File: config.mk
export PLATFORM = sky130hd
export DESIGN_NAME = gate_test_seq
export DESIGN_NICKNAME = d
export VERILOG_FILES = /design/src/rtl/gate_test_pkg.sv /design/src/rtl/settle_timer.sv /design/src/rtl/gate_test_seq.sv
export SDC_FILE = /design/constraint.sdc
export NUM_CORES = 1
export LEC_CHECK = 0
export CAP_MARGIN = 20
export CORE_MARGIN = 2
export CORE_UTILIZATION = 54
export DETAILED_ROUTE_END_ITERATION = 12
export GPL_TIMING_DRIVEN = 1
export PLACE_DENSITY = 0.81
export SLEW_MARGIN = 20
export SYNTH_ARGS = -nofsm -noshare
export SYNTH_HDL_FRONTEND = slang
export SYNTH_SLANG_ARGS = --single-unit
File: constraint.sdc
create_clock -name clk -period 3.52 [get_ports clk]
set_input_delay 0.352 -clock clk [delete_from_list [all_inputs] [get_ports clk]]
set_output_delay 0.352 -clock clk [all_outputs]
set_load 0.02 [all_outputs]
File: src/rtl/gate_test_pkg.sv
// Shared types and constants for the AND-gate test sequencer.
// Covers the state encoding, the vector table, the expected truth table and the settle bounds.
package gate_test_pkg;

    typedef enum logic [1:0] {
        ST_IDLE   = 2'd0,
        ST_SETTLE = 2'd1,
        ST_SAMPLE = 2'd2,
        ST_DONE   = 2'd3
    } state_t;

    // Entry i is {a,b} for vector i: 00, 01, 10, 11
    localparam logic [7:0] VEC_TABLE = 8'b11_10_01_00;
    // 2-input AND truth table, indexed by {a,b}
    localparam logic [3:0] EXP_FUNC  = 4'b1000;

    localparam int SETTLE_MIN = 1;
    localparam int SETTLE_MAX = 15;

    function automatic logic [1:0] vec_ab(input logic [1:0] idx);
        return VEC_TABLE[{idx, 1'b0} +: 2];
    endfunction

    // Timer reload value; out-of-range settings are clamped into the legal window
    function automatic logic [3:0] settle_load(input int cycles);
        int c;
        c = (cycles < SETTLE_MIN) ? SETTLE_MIN : ((cycles > SETTLE_MAX) ? SETTLE_MAX : cycles);
        return 4'(c - 1);
    endfunction

endpackage

File: src/rtl/settle_timer.sv
// Settle down-counter: loads a hold count, decrements while enabled,
// and flags terminal count at zero.
module settle_timer (
    input  logic       clk,
    input  logic       rst_n,
    input  logic       load,
    input  logic [3:0] load_val,
    input  logic       en,
    output logic       zero
);

    logic [3:0] cnt;

    always_ff @(posedge clk or negedge rst_n) begin
        if (!rst_n) begin
            cnt <= 4'd0;
        end else if (load) begin
            cnt <= load_val;
        end else if (en && (cnt != 4'd0)) begin
            cnt <= cnt - 4'd1;
        end
    end

    assign zero = (cnt == 4'd0);

endmodule

File: src/rtl/gate_test_seq.sv
// Walks {a,b} through 00..11, samples the gate output c after each settle window, and counts mismatches.
// Optional GATE_TEST_FAILMAP_EN adds the per-vector fail_vec output.
//
// state  | meaning
// IDLE   | waiting for start, stimulus parked at 00
// SETTLE | current vector held while the gate settles
// SAMPLE | c compared against the AND of the applied vector
// DONE   | one-cycle done pulse, pass result published
module gate_test_seq
    import gate_test_pkg::*;
#(
    parameter int SETTLE_CYCLES = 2
) (
    input  logic       clk,
    input  logic       rst_n,
    input  logic       start,
    output logic       a,
    output logic       b,
    input  logic       c,
    output logic       busy,
    output logic       done,
    output logic       pass,
    output logic [2:0] err_cnt,
`ifdef GATE_TEST_FAILMAP_EN
    output logic [3:0] fail_vec,
`endif
    output logic [1:0] vec_idx
);

    localparam logic [3:0] SETTLE_LOAD = settle_load(SETTLE_CYCLES);

    state_t     state, state_nxt;
    logic [1:0] ab_nxt;
    logic [1:0] vec_nxt;
    logic [2:0] err_nxt;
    logic       pass_nxt;
    logic       tmr_load;
    logic       tmr_zero;
    logic       mismatch;
`ifdef GATE_TEST_FAILMAP_EN
    logic [3:0] fail_nxt;
`endif

    settle_timer u_settle_timer (
        .clk      (clk),
        .rst_n    (rst_n),
        .load     (tmr_load),
        .load_val (SETTLE_LOAD),
        .en       (state == ST_SETTLE),
        .zero     (tmr_zero)
    );

    assign mismatch = (c != EXP_FUNC[{a, b}]);

    always_comb begin
        state_nxt = state;
        ab_nxt    = {a, b};
        vec_nxt   = vec_idx;
        err_nxt   = err_cnt;
        pass_nxt  = pass;
        tmr_load  = 1'b0;
`ifdef GATE_TEST_FAILMAP_EN
        fail_nxt  = fail_vec;
`endif
        case (state)
            ST_IDLE: begin
                if (start) begin
                    state_nxt = ST_SETTLE;
                    vec_nxt   = 2'd0;
                    ab_nxt    = vec_ab(2'd0);
                    err_nxt   = 3'd0;
                    pass_nxt  = 1'b0;
                    tmr_load  = 1'b1;
`ifdef GATE_TEST_FAILMAP_EN
                    fail_nxt  = 4'd0;
`endif
                end
            end
            ST_SETTLE: begin
                if (tmr_zero) begin
                    state_nxt = ST_SAMPLE;
                end
            end
            ST_SAMPLE: begin
                if (mismatch) begin
                    err_nxt = err_cnt + 3'd1;
`ifdef GATE_TEST_FAILMAP_EN
                    fail_nxt[vec_idx] = 1'b1;
`endif
                end
                if (vec_idx == 2'd3) begin
                    state_nxt = ST_DONE;
                    ab_nxt    = 2'b00;
                    pass_nxt  = (err_nxt == 3'd0);
                end else begin
                    state_nxt = ST_SETTLE;
                    vec_nxt   = vec_idx + 2'd1;
                    ab_nxt    = vec_ab(vec_idx + 2'd1);
                    tmr_load  = 1'b1;
                end
            end
            ST_DONE: begin
                state_nxt = ST_IDLE;
            end
            default: begin
                state_nxt = ST_IDLE;
            end
        endcase
    end

    always_ff @(posedge clk or negedge rst_n) begin
        if (!rst_n) begin
            state    <= ST_IDLE;
            a        <= 1'b0;
            b        <= 1'b0;
            busy     <= 1'b0;
            done     <= 1'b0;
            pass     <= 1'b0;
            err_cnt  <= 3'd0;
            vec_idx  <= 2'd0;
`ifdef GATE_TEST_FAILMAP_EN
            fail_vec <= 4'd0;
`endif
        end else begin
            state    <= state_nxt;
            {a, b}   <= ab_nxt;
            busy     <= (state_nxt != ST_IDLE);
            done     <= (state_nxt == ST_DONE);
            pass     <= pass_nxt;
            err_cnt  <= err_nxt;
            vec_idx  <= vec_nxt;
`ifdef GATE_TEST_FAILMAP_EN
            fail_vec <= fail_nxt;
`endif
        end
    end

endmodule

# After elaboration in Yosys (flattened, before gate mapping)
# Index checks and enable logic that the tools add are counted.
# word_totals
output_inout_bits	10
reg_bits	16
# op_classes
n_eq_ne	9
addsub	3
shift	1
reduce_logical	11
mux	23
order_cmp	1
# ops
cell	n
two-way mux 2 bit	6
two-way mux 3 bit	3
== test 2 bit (second input constant)	4
two-way mux 4 bit	2
one-hot mux 2 bit (2 select lines)	2
one-hot mux 2 bit (4 select lines)	1
indexed part select 8 x 4 -> 2 bit (first input constant)	1
inequality test 2 bit (second input constant)	3
one-hot mux 3 bit (2 select lines)	1
AND reduction 3 bit	2
nonzero test 2 bit	3
two-way mux 1 bit	5
zero test 4 bit	1
one-hot mux 1 bit (2 select lines)	2
nonzero test 4 bit	1
subtractor 4 x 1 -> 4 bit (second input constant)	1
adder 3 x 1 -> 3 bit (second input constant)	1
zero test 3 bit	1
< comparator 2 x 3 -> 1 bit (second input constant)	1
adder 2 x 1 -> 2 bit (second input constant)	1
binary-select mux 1 bit (select 2 bit)	1
== test 2 x 1 -> 1 bit (second input constant)	1
zero test 2 bit	1
AND reduction 2 bit	1
other kinds (2)	2

# Depth between registers and ports, before layout
# Gate-level depths: netlist (run 1).
# depth
word_depth	8
ltp_mapped	6
mapped_depth_nobuf	6

# By module
# A second synthesis (run 1) with hierarchy kept.
# unflattened
cells_unflattened	88
area_unflattened_um2	924.6
# modules_own_cells
mod	cells_per_inst	instances	area_each_um2
gate_test_seq	61	1	654.4
settle_timer	27	1	270.3

# Worst setup path after synthesis (run 1)
# No wires, ideal clock.
# synth_path
kind	register to register
start	register err_cnt[0]
end	register err_cnt[2]
path_stages_with_launch	6
required_time_ns	3.399
arrival_ns	1.454
synth_period_minus_slack_ns	1.575
path_buffers	0
setup_ns	0.121
setup_slack_ns	1.945
path_cell_list	dfrtp_1 > ha_1 > nand2b_1 > mux2i_2 > mux2_4 > a22o_1
# synth_between
elab_chain_cells	4
# synth_rtl
item	line	source
start, declared	gate_test_seq.sv:23	output logic [2:0] err_cnt,
start signal, assigned	gate_test_seq.sv:130	err_cnt <= err_nxt;
adder 3 x 1 -> 3 bit	gate_test_seq.sv:86	err_nxt = err_cnt + 3'd1;
two-way mux 3 bit	gate_test_seq.sv:85	if (mismatch) begin
two-way mux 3 bit	gate_test_seq.sv:65	case (state)
one-hot mux 3 bit (2 select lines)	gate_test_seq.sv:65	
# Every way passes these cells. The select of a mux whose other input is x is not followed.
# A chain may end at the register's enable or synchronous reset.

# Final worst setup path (run 1)
# layout_path
start	register err_cnt[0]
end	output port err_cnt[0]
# No word-level cell between the ends.

==> results of run 1 <==
==> registers in the layout (all words and copies together) (netlist names) <==
register / cells
state: 2
err_cnt: 3
done: 1
vec_idx: 2
b: 1
u_settle_timer.cnt: 4
busy: 1
a: 1
pass: 1
==> power by group <==
| group | total, mW | internal [mW] | switching (mW) |
|---|---|---|---|
| sequential | 0.299 | 0.236 | 0.0629 |
| clock | 0.0929 | 0.0397 | 0.0532 |
| combinational | 0.309 | 0.146 | 0.163 |
| total | 0.701 | 0.422 | 0.279 |
==> worst paths after layout <==
kind / start / end / slack, ps
worst max-delay path: err_cnt[0]$_DFFE_PN0P_ / err_cnt[0] / 1800
worst min register to register: u_settle_timer.cnt[1]$_DFFE_PN0P_ / u_settle_timer.cnt[1]$_DFFE_PN0P_ / 520
max in group asynchronous: rst_n / u_settle_timer.cnt[1]$_DFFE_PN0P_ / 2600
worst max register to register: err_cnt[0]$_DFFE_PN0P_ / err_cnt[2]$_DFFE_PN0P_ / 1960
worst min-delay path: rst_n / err_cnt[1]$_DFFE_PN0P_ / 480
min in group clk: u_settle_timer.cnt[1]$_DFFE_PN0P_ / u_settle_timer.cnt[1]$_DFFE_PN0P_ / 520
==> cell type report <==
type,instances,area (µm²)
well taps,16,20.0
repair buffers,13,130
flip-flops and latches,16,400
inverters,4,15.0
clock buffers,3,22.5
multi-input cells,57,428
fillers,115,473
==> kinds of logic after synthesis <==
family / count (synthesis) / synth area share
AOI/OAI and AO/OA: 16 / 0.154
buffers and inverters: 6 / 0.0322
and+or+nand+nor: 28 / 0.167
xor gates and xnor gates: 4 / 0.0497
DFF: 16 / 0.468
adders and majority gates: 4 / 0.0585
muxes: 5 / 0.0716
==> layer usage <==
layer | part of all wire | up-vias
li1 | - | 302
met1 | 0.48 | 300
met2 | 0.45 | 16
met3 | 0.047 | 5
met4 | 0.025 | 0
met5 | 0 | -
==> cells in the final DEF (no fill, tap or decap), types with 4 or more instances in the layout <==
cell / synthesis / final
dfrtp_1: 16 / 16
clkdlybuf4s50_1: 0 / 13
nor2_1: 7 / 7
nand2_1: 5 / 5
a22o_1: 5 / 5
inv_1: 4 / 4
ha_1: 4 / 4
==> through the flow <==
| step | util | power (mW) | setup WS (ps) | hold slack [ps] | area (µm²) |
|---|---|---|---|---|---|
| after floorplan | - | 0.519 | 1940 | 56.4 | 856 |
| after global placement | 0.667 | 0.599 | 1700 | 504 | 993 |
| after detailed placement | 0.667 | 0.611 | 1650 | 502 | 993 |
| after CTS | 0.682 | 0.706 | 1790 | 501 | 1020 |
| after global routing | 0.682 | 0.757 | 1750 | 544 | 1020 |
| final | 0.682 | 0.701 | 1800 | 477 | 1020 |
==> synthesized netlist by cell type, drive strengths merged <==
library cell   n
a21o           1
a21oi          4
a22o           6
a31o           1
and2b          2
buf            2
dfrtp         16
ha             4
inv            4
mux2           3
mux2i          2
nand2          6
nand2b         3
nand3          3
nor2           7
nor2b          3
nor3           3
o21ai          1
o21bai         1
o2bb2ai        1
o31ai          1
or3b           1
xor2           4
==> reports/results.ini, run 1 <==
[run_status]
outcome = finished, final reports clean

[clock_network]
cts-root-buf = clkbuf_4
ctsHtreeMaxLevel = 1
cts.sinks = 16
insertion_delay_ps = 280
clk_pin_slew_ps = 90
ctsResizeCount = 0
post-cts-setup-buffers = 0
max-clock-path-buffers = 2
cts_made_buffers = 3
cts_tree = yes
cts_hold_buf = 0

[floorplan]
start_util = 0.575
ios = 14
die_area_mm2 = 0.00192
fp.dieH_um = 43.8
rows = 14
core-area_mm2 = 0.00149
chipWidth_um = 43.8

[synth]
netlist_area_um2 = 856
ys_ff_latch = 16
synth_area_leaders = dfrtp_1 (47%), ha_1 (5.8%), a22o_1 (5.1%), nor2_1 (3.1%), xor2_1 (3.1%)
yosys_warnings = 0
yosysTopAreaCell = dfrtp_1
syn_inst = 79
avgSynthCellArea_um2 = 10.8
synth.top_cell.area_share = 0.468
netlist-cell-type-count = 30
syn-num-nets = 87
seq_area_frac_synth = 0.468

[critical_path]
critical_path_required_ps = 3170
path_cells = clkdlybuf4s50_1
worst-path-stages = 1
crit_type = flip-flop to output port
critPathTopFamily = buffers and inverters
max_stage_delay_ps = 640
path_buf_inv = 1
crit_path_end_kind = output port
cp-start-kind = flip-flop
crit_slowest_cell = clkdlybuf4s50_1
cp_max_fo = 7
rr_worst_depth = 5
worst-endpoint-arrival_ps = 1370

[timing]
setup_violations = 0
period_share = 0.489
slew_headroom = 0.539
fin_worst_skew_ps = 4.56
layout_min_cycle_time_ps = 1720
rsz0062_at_grt = no
drv_slew = 0
fmax_ghz = 0.581
worst_slew_pin_slew_ps = 689
hold_viol = 0
finalSetupTns_ps = 0

[power]
peakVddDrop_uv = 389
p_leak_nw = 0.489
power.density_mw_per_mm2 = 690

[place]
place.gp.congestion = 0.743
dp.cells = 106
io_buffers = 13
place_hpwl_um = 1060

[route]
drtAntennaViolNets = 0
drt_iter0_drc = 8
vias_per_cell = 5.72
num_vias = 623
wl_um = 1460
route.detailed.drc = 0
firstDrtPassIters = 6
wire_per_inst_um = 13.4

[worst_hold_path]
min_path_type = input pin to asynchronous set/reset pin

[grt]
grt_pass1_vias = 574
grt_use_total = 0.180
antenna_found_initial = 0
use_met3 = 0.0375
use_met2 = 0.279
overflow = 0
grtUsageMet1 = 0.230
gr-max-usage-layer = met2
grt_start_max_net_pins = 17
grt_pass1_wl_um = 2460

[layout]
final_cells = 109
area_delta_synth_final_pct = 18.7
drive_gt1_frac = 0.129
finalNetCount = 103
antennaDiodeCount = 0

[job]
drv_cap = 0

Note: power is estimated with default switching activity, not from simulation.
==> run 2: changes to the inputs <==
--- a/config.mk
+++ b/config.mk
@@ -7,10 +7,10 @@
 export LEC_CHECK = 0
 export CAP_MARGIN = 20
 export CORE_MARGIN = 2
-export CORE_UTILIZATION = 54
+export CORE_UTILIZATION = 46
 export DETAILED_ROUTE_END_ITERATION = 12
 export GPL_TIMING_DRIVEN = 1
-export PLACE_DENSITY = 0.81
+export PLACE_DENSITY = 0.73
 export SLEW_MARGIN = 20
 export SYNTH_ARGS = -nofsm -noshare
 export SYNTH_HDL_FRONTEND = slang
==> constraint.sdc (replaced) <==
create_clock -name clk -period 1.4 [get_ports clk]
set_input_delay 0.14 -clock clk [delete_from_list [all_inputs] [get_ports clk]]
set_output_delay 0.14 -clock clk [all_outputs]
set_load 0.02 [all_outputs]
==> run 2 against run 1 <==
  * The run now ends with setup timing left
  * Critical endpoint is now err_cnt[2]$_DFFE_PN0P_
  * Critical path type is now flip-flop to flip-flop
  * Final cell count up 24%
  * Worst hold slack worse by 310 ps
  * Critical path depth up 3
  * Wire length up 30%
  * Worst setup slack worse by 1800 ps
==> reports/results.ini, run 2 (same netlist as run 1, synthesis figures left out) <==
[run_status]
outcome = complete, but fails checks
violations = setup timing

[layout]
final_core_util = 0.725
final_common_cell = buf_4
finalInstanceArea_mm2 = 0.00127
largest_register_ffs = 4
final_cells = 135
finalNetCount = 119
area_delta_synth_final_pct = 48.0
final_cell_mix = buf_4 (16), dfrtp_1 (10), nor2_1 (7), dlygate4sd2_1 (7), dfrtp_2 (6)
antennaDiodeCount = 0
drive_gt1_frac = 0.445
regMostFlops = u_settle_timer.cnt
reg_top3 = u_settle_timer.cnt x4, err_cnt x3

[clock_network]
max-clock-path-buffers = 2
ctsHtreeMaxLevel = 1
cts_tree = yes
clk_pin_slew_ps = 100
cts_hold_buf = 0
cts_made_buffers = 3
cts.sinks = 16
cts-root-buf = clkbuf_4
insertion_delay_ps = 280

[route]
wl_um = 1900
drtAntennaViolNets = 0
wl_met1_um = 828
dr_wl_met3_um = 48
num_vias = 695
wl_met2_um = 980
firstDrtPassIters = 4
wire_per_inst_um = 14.0
routed.top_layer = met4
drt_iter0_drc = 6
route.detailed.drc = 0
vias_per_cell = 5.15

[place]
place_hpwl_um = 1280
pre_cts_ws_ps = -220
place_area_mm2 = 0.00113
dp.cells = 129
place.gp.congestion = 0.724
io_buffers = 13

[floorplan]
chipWidth_um = 47.1
rows = 15
fp.dieH_um = 47.1
ios = 14
start_util = 0.490
die_area_mm2 = 0.00222
core-area_mm2 = 0.00175

[critical_path]
rrSetupSlack_ps = -20
crit_type = flip-flop to flip-flop
rr_worst_depth = 4
worst-endpoint-arrival_ps = 1600
critical_path_required_ps = 1580
crit_path_end_kind = flip-flop
reg2reg_to = err_cnt[2]$_DFFE_PN0P_
cp_max_fo = 2
cp-start-kind = flip-flop
reg2reg_from = a$_DFFE_PN0P_

[timing]
worst_slew_pin_slew_ps = 379
fmax_ghz = 0.703
layout_min_cycle_time_ps = 1420
setup_violations = 3
rsz0062_at_grt = yes
hold_viol = 0
hold_slack_ps = 170
fin_worst_skew_ps = 3.65
finalSetupTns_ps = -30.5
slew_headroom = 0.747
period_share = 1.02
drv_slew = 0
fin_ws_ps = -22.8

[power]
p_leak_nw = 0.662
total_power_mw = 2.17
power.density_mw_per_mm2 = 1710
peakVddDrop_uv = 1050

[grt]
antenna_found_initial = 0
grt_pass1_wl_um = 2750
grt_start_max_net_pins = 17
overflow = 0
grt_use_total = 0.181
grt_pass1_vias = 661

[worst_hold_path]
min_path_type = input pin to asynchronous set/reset pin

[job]
drv_cap = 0

[run 2: cell count changes in the layout (fill, tap and decap cells not counted), moves of 3 or more]
cell             change
clkdlybuf4s50_1      -9
ha_1                 -3
dfrtp_2              +6
dfrtp_1              -6
buf_4               +16
dlygate4sd2_1        +7
[run 2: per-layer routing]
| metal | track usage | vias up |
|---|---|---|
| li1 | - | 341 |
| met1 | 0.220 | 337 |
| met2 | 0.312 | 13 |
| met3 | 0.0231 | 4 |
| met4 | 0.0889 | 0 |
| met5 | 0 | - |
[run 2: what timing repair did]
item,4_1_cts,5_1_grt
gates cloned,0,0
pin swaps,4,3
gates resized for setup,15,11
buffers inserted,1,1
setup endpoints to repair,12,10
[run 2: report_power, final]
group	switching, mW	internal, mW	total (mW)
logic	0.551	0.551	1.10
registers	0.159	0.603	0.762
clock network	0.148	0.158	0.306
total	0.858	1.31	2.17
[run 2: final cells by class]
cell class	instances	area, µm²
Timing Repair Buffer	29	246
Tap cell	25	31.3
Fill cell	123	479
Clock buffer	4	36.3
Sequential cell	16	408
Inverter	4	15.0
Multi-Input combinational cell	57	529
[run 2: worst max-delay path by stage]
stage	slack (ps)	end	start	cells after the start
2_1_floorplan	-60	err_cnt[2]$_DFFE_PN0P_	err_cnt[0]$_DFFE_PN0P_	5
3_3_place_gp	-170	err_cnt[2]$_DFFE_PN0P_	c	5
3_5_place_dp	-220	err_cnt[2]$_DFFE_PN0P_	c	5
4_1_cts	-6	u_settle_timer.cnt[1]$_DFFE_PN0P_	u_settle_timer.cnt[0]$_DFFE_PN0P_	5
5_1_grt	-80	u_settle_timer.cnt[2]$_DFFE_PN0P_	u_settle_timer.cnt[0]$_DFFE_PN0P_	6
6_report	-20	err_cnt[2]$_DFFE_PN0P_	a$_DFFE_PN0P_	4
[run 2: worst max-delay path: stages, from the launching register on]
cell and delay (ps):
dfrtp_2 430, nand2_4 120, mux2i_4 270, mux2_4 320, a22o_1 180
